<file path="src/rtl/ddr3_cmd_monitor.sv">
// DDR3 command-bus monitor: decodes one command per clock, tracks per-bank
// open state and ACT/PRE timers, flags timing/protocol violations and keeps
// saturating per-command and error counters. All outputs are registered.
module ddr3_cmd_monitor #(
    parameter int BANKBITS  = 3,
    parameter int ABITS     = 14,
    parameter int T_RCD     = 5,
    parameter int T_RP      = 5,
    parameter int T_RAS     = 15,
    parameter int CNT_WIDTH = 32
) (
    input  logic                         clk,
    input  logic                         rst,
    input  logic                         cke,
    input  logic                         cs_n,
    input  logic                         ras_n,
    input  logic                         cas_n,
    input  logic                         we_n,
    input  logic [BANKBITS-1:0]          ba,
    input  logic [ABITS-1:0]             a,
    output logic [(1<<BANKBITS)-1:0]     bank_open,
    output logic [CNT_WIDTH-1:0]         cnt_act,
    output logic [CNT_WIDTH-1:0]         cnt_pre,
    output logic [CNT_WIDTH-1:0]         cnt_rd,
    output logic [CNT_WIDTH-1:0]         cnt_wr,
    output logic [CNT_WIDTH-1:0]         cnt_ref,
    output logic [CNT_WIDTH-1:0]         cnt_mrs,
    output logic                         err_valid,
    output logic [2:0]                   err_code,
    output logic [BANKBITS-1:0]          err_bank,
    output logic [CNT_WIDTH-1:0]         err_count,
    output logic [2:0]                   first_err_code,
    output logic [BANKBITS-1:0]          first_err_bank
);

    localparam int NBANK  = 1 << BANKBITS;
    localparam int TMAX_A = (T_RCD > T_RP) ? T_RCD : T_RP;
    localparam int TMAX   = (TMAX_A > T_RAS) ? TMAX_A : T_RAS;
    localparam int TW     = $clog2(TMAX + 1);

    typedef logic [TW-1:0] tmr_t;
    typedef logic [CNT_WIDTH-1:0] cnt_t;

    localparam tmr_t TMAX_T = tmr_t'(TMAX);
    localparam tmr_t TRCD_T = tmr_t'(T_RCD);
    localparam tmr_t TRP_T  = tmr_t'(T_RP);
    localparam tmr_t TRAS_T = tmr_t'(T_RAS);

    localparam logic [2:0] ERR_NONE     = 3'd0;
    localparam logic [2:0] ERR_ACT_OPEN = 3'd1;
    localparam logic [2:0] ERR_CLOSED   = 3'd2;
    localparam logic [2:0] ERR_TRCD     = 3'd3;
    localparam logic [2:0] ERR_TRP      = 3'd4;
    localparam logic [2:0] ERR_TRAS     = 3'd5;
    localparam logic [2:0] ERR_REF_OPEN = 3'd6;

    // {ras_n, cas_n, we_n} encodings
    typedef enum logic [2:0] {
        CMD_MRS = 3'b000,
        CMD_REF = 3'b001,
        CMD_PRE = 3'b010,
        CMD_ACT = 3'b011,
        CMD_WR  = 3'b100,
        CMD_RD  = 3'b101,
        CMD_ZQ  = 3'b110,
        CMD_NOP = 3'b111
    } cmd_e;

    cmd_e                     cmd;
    logic                     cmd_vld;
    logic                     ap;

    logic [NBANK-1:0]         bank_open_q, bank_open_d;
    logic [NBANK-1:0]         restart;
    tmr_t [NBANK-1:0]         tmr_q, tmr_d;
    cnt_t                     cnt_act_q, cnt_act_d, cnt_pre_q, cnt_pre_d;
    cnt_t                     cnt_rd_q, cnt_rd_d, cnt_wr_q, cnt_wr_d;
    cnt_t                     cnt_ref_q, cnt_ref_d, cnt_mrs_q, cnt_mrs_d;
    cnt_t                     err_count_q, err_count_d;
    logic                     err_valid_q, err_valid_d;
    logic [2:0]               err_code_q, err_code_d;
    logic [BANKBITS-1:0]      err_bank_q, err_bank_d;
    logic [2:0]               first_err_code_q, first_err_code_d;
    logic [BANKBITS-1:0]      first_err_bank_q, first_err_bank_d;
    logic [2:0]               code;
    logic [BANKBITS-1:0]      ebank;

    // Only a[10] matters to the monitor; the rest of the address is observed only.
    logic unused_a;
    assign unused_a = ^a;

    assign cmd_vld = cke & ~cs_n;
    assign cmd     = cmd_e'({ras_n, cas_n, we_n});
    assign ap      = a[10];

    function automatic cnt_t sat_inc(input cnt_t c, input logic en);
        return (en && (c != '1)) ? c + cnt_t'(1) : c;
    endfunction

    // Command decode, legality checks and next bank state.
    always_comb begin
        bank_open_d = bank_open_q;
        restart     = '0;
        code        = ERR_NONE;
        ebank       = ba;
        if (cmd_vld) begin
            case (cmd)
                CMD_ACT: begin
                    if (bank_open_q[ba])          code = ERR_ACT_OPEN;
                    else if (tmr_q[ba] < TRP_T)   code = ERR_TRP;
                    bank_open_d[ba] = 1'b1;
                    restart[ba]     = 1'b1;
                end
                CMD_PRE: begin
                    if (ap) begin
                        // Descending scan so the lowest violating bank wins.
                        for (int i = NBANK-1; i >= 0; i--) begin
                            if (bank_open_q[i] && (tmr_q[i] < TRAS_T)) begin
                                code  = ERR_TRAS;
                                ebank = BANKBITS'(i);
                            end
                        end
                        restart     = bank_open_q;
                        bank_open_d = '0;
                    end else if (bank_open_q[ba]) begin
                        if (tmr_q[ba] < TRAS_T) code = ERR_TRAS;
                        bank_open_d[ba] = 1'b0;
                        restart[ba]     = 1'b1;
                    end
                end
                CMD_RD, CMD_WR: begin
                    if (!bank_open_q[ba]) begin
                        code = ERR_CLOSED;
                    end else begin
                        if (tmr_q[ba] < TRCD_T) code = ERR_TRCD;
                        // Auto-precharge closes the bank after the access.
                        if (ap) begin
                            bank_open_d[ba] = 1'b0;
                            restart[ba]     = 1'b1;
                        end
                    end
                end
                CMD_REF: begin
                    // Report the lowest open bank as the offender.
                    if (|bank_open_q) begin
                        code = ERR_REF_OPEN;
                        for (int i = NBANK-1; i >= 0; i--)
                            if (bank_open_q[i]) ebank = BANKBITS'(i);
                    end
                end
                default: ;
            endcase
        end
    end

    // Per-bank timers restart at 1 after ACT/effective PRE and saturate at TMAX.
    always_comb begin
        tmr_d = tmr_q;
        for (int i = 0; i < NBANK; i++) begin
            if (restart[i])           tmr_d[i] = tmr_t'(1);
            else if (tmr_q[i] < TMAX_T) tmr_d[i] = tmr_q[i] + tmr_t'(1);
        end
    end

    // Counters and error reporting next-state.
    always_comb begin
        cnt_act_d        = sat_inc(cnt_act_q, cmd_vld && (cmd == CMD_ACT));
        cnt_pre_d        = sat_inc(cnt_pre_q, cmd_vld && (cmd == CMD_PRE));
        cnt_rd_d         = sat_inc(cnt_rd_q,  cmd_vld && (cmd == CMD_RD));
        cnt_wr_d         = sat_inc(cnt_wr_q,  cmd_vld && (cmd == CMD_WR));
        cnt_ref_d        = sat_inc(cnt_ref_q, cmd_vld && (cmd == CMD_REF));
        cnt_mrs_d        = sat_inc(cnt_mrs_q, cmd_vld && (cmd == CMD_MRS));
        err_valid_d      = (code != ERR_NONE);
        err_code_d       = code;
        err_bank_d       = err_valid_d ? ebank : '0;
        err_count_d      = sat_inc(err_count_q, err_valid_d);
        first_err_code_d = first_err_code_q;
        first_err_bank_d = first_err_bank_q;
        if (err_valid_d && (first_err_code_q == ERR_NONE)) begin
            first_err_code_d = code;
            first_err_bank_d = ebank;
        end
    end

    // State and output registers.
    always_ff @(posedge clk or posedge rst) begin
        if (rst) begin
            bank_open_q      <= '0;
            tmr_q            <= {NBANK{TMAX_T}};
            cnt_act_q        <= '0;
            cnt_pre_q        <= '0;
            cnt_rd_q         <= '0;
            cnt_wr_q         <= '0;
            cnt_ref_q        <= '0;
            cnt_mrs_q        <= '0;
            err_count_q      <= '0;
            err_valid_q      <= 1'b0;
            err_code_q       <= '0;
            err_bank_q       <= '0;
            first_err_code_q <= '0;
            first_err_bank_q <= '0;
        end else begin
            bank_open_q      <= bank_open_d;
            tmr_q            <= tmr_d;
            cnt_act_q        <= cnt_act_d;
            cnt_pre_q        <= cnt_pre_d;
            cnt_rd_q         <= cnt_rd_d;
            cnt_wr_q         <= cnt_wr_d;
            cnt_ref_q        <= cnt_ref_d;
            cnt_mrs_q        <= cnt_mrs_d;
            err_count_q      <= err_count_d;
            err_valid_q      <= err_valid_d;
            err_code_q       <= err_code_d;
            err_bank_q       <= err_bank_d;
            first_err_code_q <= first_err_code_d;
            first_err_bank_q <= first_err_bank_d;
        end
    end

    assign bank_open      = bank_open_q;
    assign cnt_act        = cnt_act_q;
    assign cnt_pre        = cnt_pre_q;
    assign cnt_rd         = cnt_rd_q;
    assign cnt_wr         = cnt_wr_q;
    assign cnt_ref        = cnt_ref_q;
    assign cnt_mrs        = cnt_mrs_q;
    assign err_valid      = err_valid_q;
    assign err_code       = err_code_q;
    assign err_bank       = err_bank_q;
    assign err_count      = err_count_q;
    assign first_err_code = first_err_code_q;
    assign first_err_bank = first_err_bank_q;

endmodule

</file>
<file path="config.mk">
export PLATFORM = sky130hd
export DESIGN_NAME = ddr3_cmd_monitor
export DESIGN_NICKNAME = d
export VERILOG_FILES = /design/src/rtl/ddr3_cmd_monitor.sv
export SDC_FILE = /design/constraint.sdc
export NUM_CORES = 1
export LEC_CHECK = 0
export CAP_MARGIN = 20
export CORE_UTILIZATION = 40
export CTS_BUF_LIST = sky130_fd_sc_hd__clkbuf_8
export DETAILED_ROUTE_END_ITERATION = 10
export DONT_BUFFER_PORTS = 1
export GPL_TIMING_DRIVEN = 0
export PLACE_DENSITY_LB_ADDON = 0.3
export SETUP_SLACK_MARGIN = 0.5
export SYNTH_ARGS = -nofsm -noshare
export SYNTH_HDL_FRONTEND = slang
export SYNTH_SLANG_ARGS = --single-unit
</file>
<file path="constraint.sdc">
create_clock -name clk -period 15.37 [get_ports clk]
set_input_delay 1.537 -clock clk [delete_from_list [all_inputs] [get_ports clk]]
set_output_delay 1.537 -clock clk [all_outputs]
set_load 0.02 [all_outputs]
</file>
After elaboration in Yosys (flattened, before gate mapping):

Index checks and enable logic that the tools add are counted.

* flip-flop bits (word level): 277
* latch bits: 0
* bits in writable memories: 0
* memory bits (read-only): 0
* input port bits: 24
* word-level logic and storage cells: 178
* memories: 0

* add/sub/neg operators: 15
* $mul: 0
* divide/modulo/power cells: 0
* $lt $le $gt $ge: 12
* equality and inequality tests: 15
* shift operators: 0
* multiplexer cells: 72
* bitwise operators: 5
* reductions and logical operators: 38

Operators with widths (number)
* 32-bit by 1-bit adder with 32-bit output, second input constant: 7
* 32-bit != test, second input constant: 7
* 3-bit two-way mux: 35
* 8-bit two-way mux: 9
* 4-bit two-way mux: 17
* 8-bit case mux with 3 select lines: 2
* 4-bit less-than comparator, second input constant: 9
* 4-bit by 1-bit adder with 4-bit output, second input constant: 8
* 1-bit logical AND: 23
* 2-bit nonzero test: 8
* 4-bit binary-select mux with 3-bit select: 1
* 3-bit case mux with 4 select lines: 1
* 8-bit AND: 1
* 8-bit inverter: 1
* 8-bit bitwise OR: 1
* 8-bit OR reduction: 1
* 3-bit by 2-bit == test with 1-bit output, second input constant: 2
* 3-bit == test, second input constant: 2
* 3-bit zero test: 2
* 3-bit case mux with 2 select lines: 1
* 3-bit nonzero test: 2
* 5-bit AND reduction: 1
* 3-bit by 4-bit less-than comparator with 1-bit output, second input constant: 1
* 4-bit by 3-bit less-than comparator with 1-bit output, second input constant: 1
* other kinds (11): 14

Longest topological paths before layout:

* depth after elaboration: 15
* mapped depth: 12

Least setup slack after synthesis:

Ideal clock, no wire load.

* path type: input to register
* start: in ba[2]
* end: reg err_count_q[1], in the netlist err_count[1]
* library setup time: 128 ps
* data arrival time: 3970 ps
* setup slack: 11273 ps
* stages: 11
* buffers on the path: 3
* cells stage by stage: buf_4 buf_4 mux4_2 mux2i_1 or4_1 a32oi_1 o311ai_1 or4_1 buf_6 nand3_1 mux2_1

* word-level cells in the longest chain between the ends: 10
* elaborated cells between the ends (all ways): 17
* classes of those cells: order compare: 2; mux: 13; reduce/logical: 2

RTL lines
* start: declaration: line 19 `input logic [BANKBITS-1:0] ba,`
* 4-bit binary-select mux with 3-bit select: line 110, 126, 135
* 4-bit two-way mux (implied by the code): line 110, 126, 135
* 4-bit less-than comparator: line 126 `if (tmr_q[ba] < TRAS_T) code = ERR_TRAS;`
* 3-bit two-way mux: line 126
* 3-bit two-way mux: line 125 `end else if (bank_open_q[ba]) begin`
* 3-bit two-way mux: line 115 `if (ap) begin`
* 3-bit case mux with 4 select lines *: line 107 `case (cmd)`
* 3-bit two-way mux *: line 106 `if (cmd_vld) begin`
* 3-bit nonzero test *: line 173 `err_valid_d = (code != ERR_NONE);`
* 1-bit logical AND *: line 97 `return (en && (c != '1)) ? c + cnt_t'(1) : c;`
* end signal: assignment: line 211 `err_count_q <= err_count_d;`
* end: declaration: line 79 `cnt_t err_count_q, err_count_d;`

Mark *: on every way between the ends. The rest lies on a longest branch, timed or not. The select of a mux whose other input is x is not followed.
A chain may end at the register's enable or synchronous reset.

Worst setup path after layout:

Ends and elaborated chain as after synthesis.

==> metrics.csv <==
stage;metric;value;unit
run_status;status;finished, final reports clean;
place;Cell Area, Placed;14100;um2
synthesis;post-synthesis area per instance;10.49;um2
floorplan;Die Ht;185.6;um
grt;initial antenna violation count;1;
grt;largest net degree at the start of global routing;126;
floorplan;Initial Util;41.02;%
synthesis;synth warn;0;
clock_tree;Worst-path clk slew;60;ps
route;drt wl/cell;18.21;um
synthesis;Main synth FF type;dfrtp_1;
route;Post-DRT Antenna Nets;0;
grt;first-pass GRT wire length;52140;um
sta;final critical-path share of the clock period;25.24;%
clock_tree;clk buf depth;3;
finish;post-route cell area;15170;um2
setup_path;Crit Path Class;in2reg;
route;wirelength, routed;33200;um
clock_tree;CTS tree;done;
synthesis;asr flop ratio synth;100.0;%
synthesis;top area cells in the synthesized netlist;dfrtp_1 45%, xnor2_1 11%, dfstp_2 6.2%;
setup_path;Reg2Reg Depth;9;
hold_path;worst hold path type;reg2reg;
synthesis;Seq/Total Area, Yosys;51.71;%
synthesis;count of different cell masters after synthesis;56;
sta;Max-slew headroom;32.29;%
place;PortBufs;0;
route;DRC;0;
floorplan;row cnt;66;
floorplan;die span in x;185.6;um
synthesis;top cells by count, synth;245 x dfrtp_1, 171 x xnor2_1, 123 x nand2_1, 123 x nor2_1, 102 x nand3_1;
setup_path;R2R Path Start;tmr_q[20]$_DFFE_PP1P_;
floorplan;# IOs;269;
setup_path;worst path required time;15810;ps
clock_tree;clk_lat worst skew;580;ps
setup_path;r2r setup slk;12110;ps
floorplan;DIE AREA;34440;um2
route;wl on met1;13750;um
finish;nets@finish;1379;
synthesis;mapped cell area;13480;um2
place;Detail Placement HPWL;24040;um
synthesis;Syn Inst Count;1285;
route;met2 WL;15010;um
route;met3 routed WL;3613;um
sta;post-layout minimum cycle time;3879;ps
power_and_ir_drop;Pwr Density;133.6;nW/um2
clock_tree;cts hold-fix bufs;0;
sta;Hold Fails Final Rpt;0;
setup_path;crit path max fanout;10;
finish;filler instances;3135;
clock_tree;# clock sinks;277;
route;first drt pass iteration count;5;
power_and_ir_drop;LEAKAGE;6.737;nW
sta;Final setup violation count;0;
clock_tree;H-tree levels;2;
synthesis;post-synth top area share;45.48;%
setup_path;Cell Chain, Critical Path;buf_4 > buf_4 > mux4_1 > mux2i_1 > or4_1 > a32oi_1 > o311ai_1 > or4_1 > buf_6 > nand3_1 > mux2_1;
sta;Max Transition Viols Final;0;
setup_path;Worst setup SP type;input port;
hold_path;Hold Crit Start;tmr_q[14]$_DFFE_PP1P_;
route;via count;9874;
route;1st-iter DRT viols;494;
finish;layout cells sized above 1;9.855;%
synthesis;Post-synth EDFFs;0;
synthesis;dominant cell type by area after synthesis;dfrtp_1;
route;Via density;5.416;
sta;unrepaired setup endpoints after global routing;no;
floorplan;placeable core area;32870;um2
hold_path;hold path depth;2;
sta;worst slew pin tran;1012;ps
grt;gr ovfl total;0;
power_and_ir_drop;Worst IR Drop VDD;0.07741;mV
route;Highest Signal Layer;met4;
setup_path;slowest CP cell;or4_1;
clock_tree;Num CTS Buffers;50;
clock_tree;Clock Tree Root;clkbuf_8;
setup_path;crit path DAT;4320;ps
sta;Max Fclk;257.8;MHz
setup_path;Worst Setup End Kind;register;
sta;Worst Skew;19.76;ps
clock_tree;CTS resizes;0;
setup_path;reg-to-reg critical path endpoint;err_count[1]$_DFFE_PP0P_;
grt;vias in the first global route;9735;
place;RePlAce Congestion;0.9190;
grt;Overall Global Routing Usage;19.15;%
synthesis;most used standard cell by instance count after synthesis;dfrtp_1;
power_and_ir_drop;Power Total;0.002026;W
setup_path;Crit path largest cell delay;520;ps
sta;setup tns final;0;ps
synthesis;register bit count reported by yosys;277;
clock_tree;post-CTS setup repair buffer count;0;
finish;area delta synth->final;12.52;%
synthesis;Mapped Nets;1324;
hold_path;worst hold path endpoint;tmr_q[14]$_DFFE_PP1P_;
run;MaxCap Viol Count;0;
[logic make-up (layout without fill, tap and decap cells)]
kind of cell    after synthesis  after routing  share of synthesized area [%]
compound gates               88             88                          4.371
xor+xnor                    225            225                          14.62
fa+ha+maj                    15             15                          1.392
buf+inv                      49            144                          1.754
flops                       277            277                          51.71
mux                          34             34                          3.434
other cells                   0              1                              0
simple gates                597            597                          22.72
[per-layer routing]
layer | global-route usage [%] | up-vias
li1 | - | 4657
met1 | 23.76 | 4837
met2 | 29.83 | 316
met3 | 7.983 | 64
met4 | 6.754 | 0
met5 | 0 | -
[sequential cells by signal (all words and copies together), names as in the netlist]
signal and flops:
err_valid 1, err_bank 3, first_err_bank 3, cnt_rd 32
bank_open 8, tmr_q 32, first_err_code 3, err_count 32
cnt_ref 32, cnt_act 32, cnt_wr 32, cnt_mrs 32
err_code 3, cnt_pre 32
[cells in the final DEF, fill, tap and decap left out, types with 32 or more instances in the layout]
cell      Yosys  final
nor2_1      123    123
xor2_1       54     54
dfrtp_1     245    245
xnor2_1     171    171
nor3_1       41     41
nand4_1      72     72
and3_1       33     33
inv_1        20     41
nand3_1     102    102
nand2_1     123    123
dfstp_2      32     32
clkbuf_8      0     66
[worst max-delay path, delay by kind of cell]
family,cells,cell delay (ps)
buf+inv,3,500
compound gates,2,460
mux,3,650
simple gates,3,1170
[stage by stage]
| stage | hold WS (ps) | util [%] | cells | setup WS (ps) |
|---|---|---|---|---|
| global placement | 517.6 | 42.70 | 1727 | 3071 |
| CTS | 530.9 | 46.15 | 1822 | 11550 |
| floorplan | 495.8 | - | 1285 | 6249 |
| global route | 561.2 | 46.16 | 1823 | 11420 |
| finish | 530.6 | 46.16 | 1823 | 11490 |
| detailed placement | 519.1 | 42.91 | 1730 | 10920 |
[area by class of cell]
class | count | area, um2 | share of cell area (%)
diodes | 1 | 2.502 | 0.01650
clock inverters | 26 | 156.4 | 1.031
inverters | 20 | 82.58 | 0.5444
clock buffers | 66 | 908.4 | 5.988
plain buffers | 29 | 161.4 | 1.064
repair buffers | 3 | 60.06 | 0.3959
well taps | 442 | 553.0 | 3.646
flip-flops and latches | 277 | 6972 | 45.96
multi-input cells | 959 | 6274 | 41.36
[where the power goes]
part | leakage (nW) | switching, W | internal (W)
Clock | 0.628 | 0.000306 | 0.000416
Sequential | 3.69 | 0.000167 | 0.000838
Combinational | 2.42 | 0.000156 | 0.000142
Total | 6.74 | 0.000630 | 0.00140
[how the worst max path moves through the flow]
stage | start | slack (ps) | endpoint | cells past startpoint
after floorplan | rst | 6250 | bank_open[0]$_DFFE_PP0P_ | 1
after global placement | rst | 3070 | cnt_act[6]$_DFFE_PP0P_ | 1
after detailed placement | ba[2] | 10920 | err_count[1]$_DFFE_PP0P_ | 11
after CTS | ba[2] | 11550 | err_count[1]$_DFFE_PP0P_ | 11
after global routing | we_n | 11420 | cnt_act[29]$_DFFE_PP0P_ | 8
final | ba[2] | 11490 | err_count[1]$_DFFE_PP0P_ | 11
Note: power is estimated with default switching activity, not from simulation.
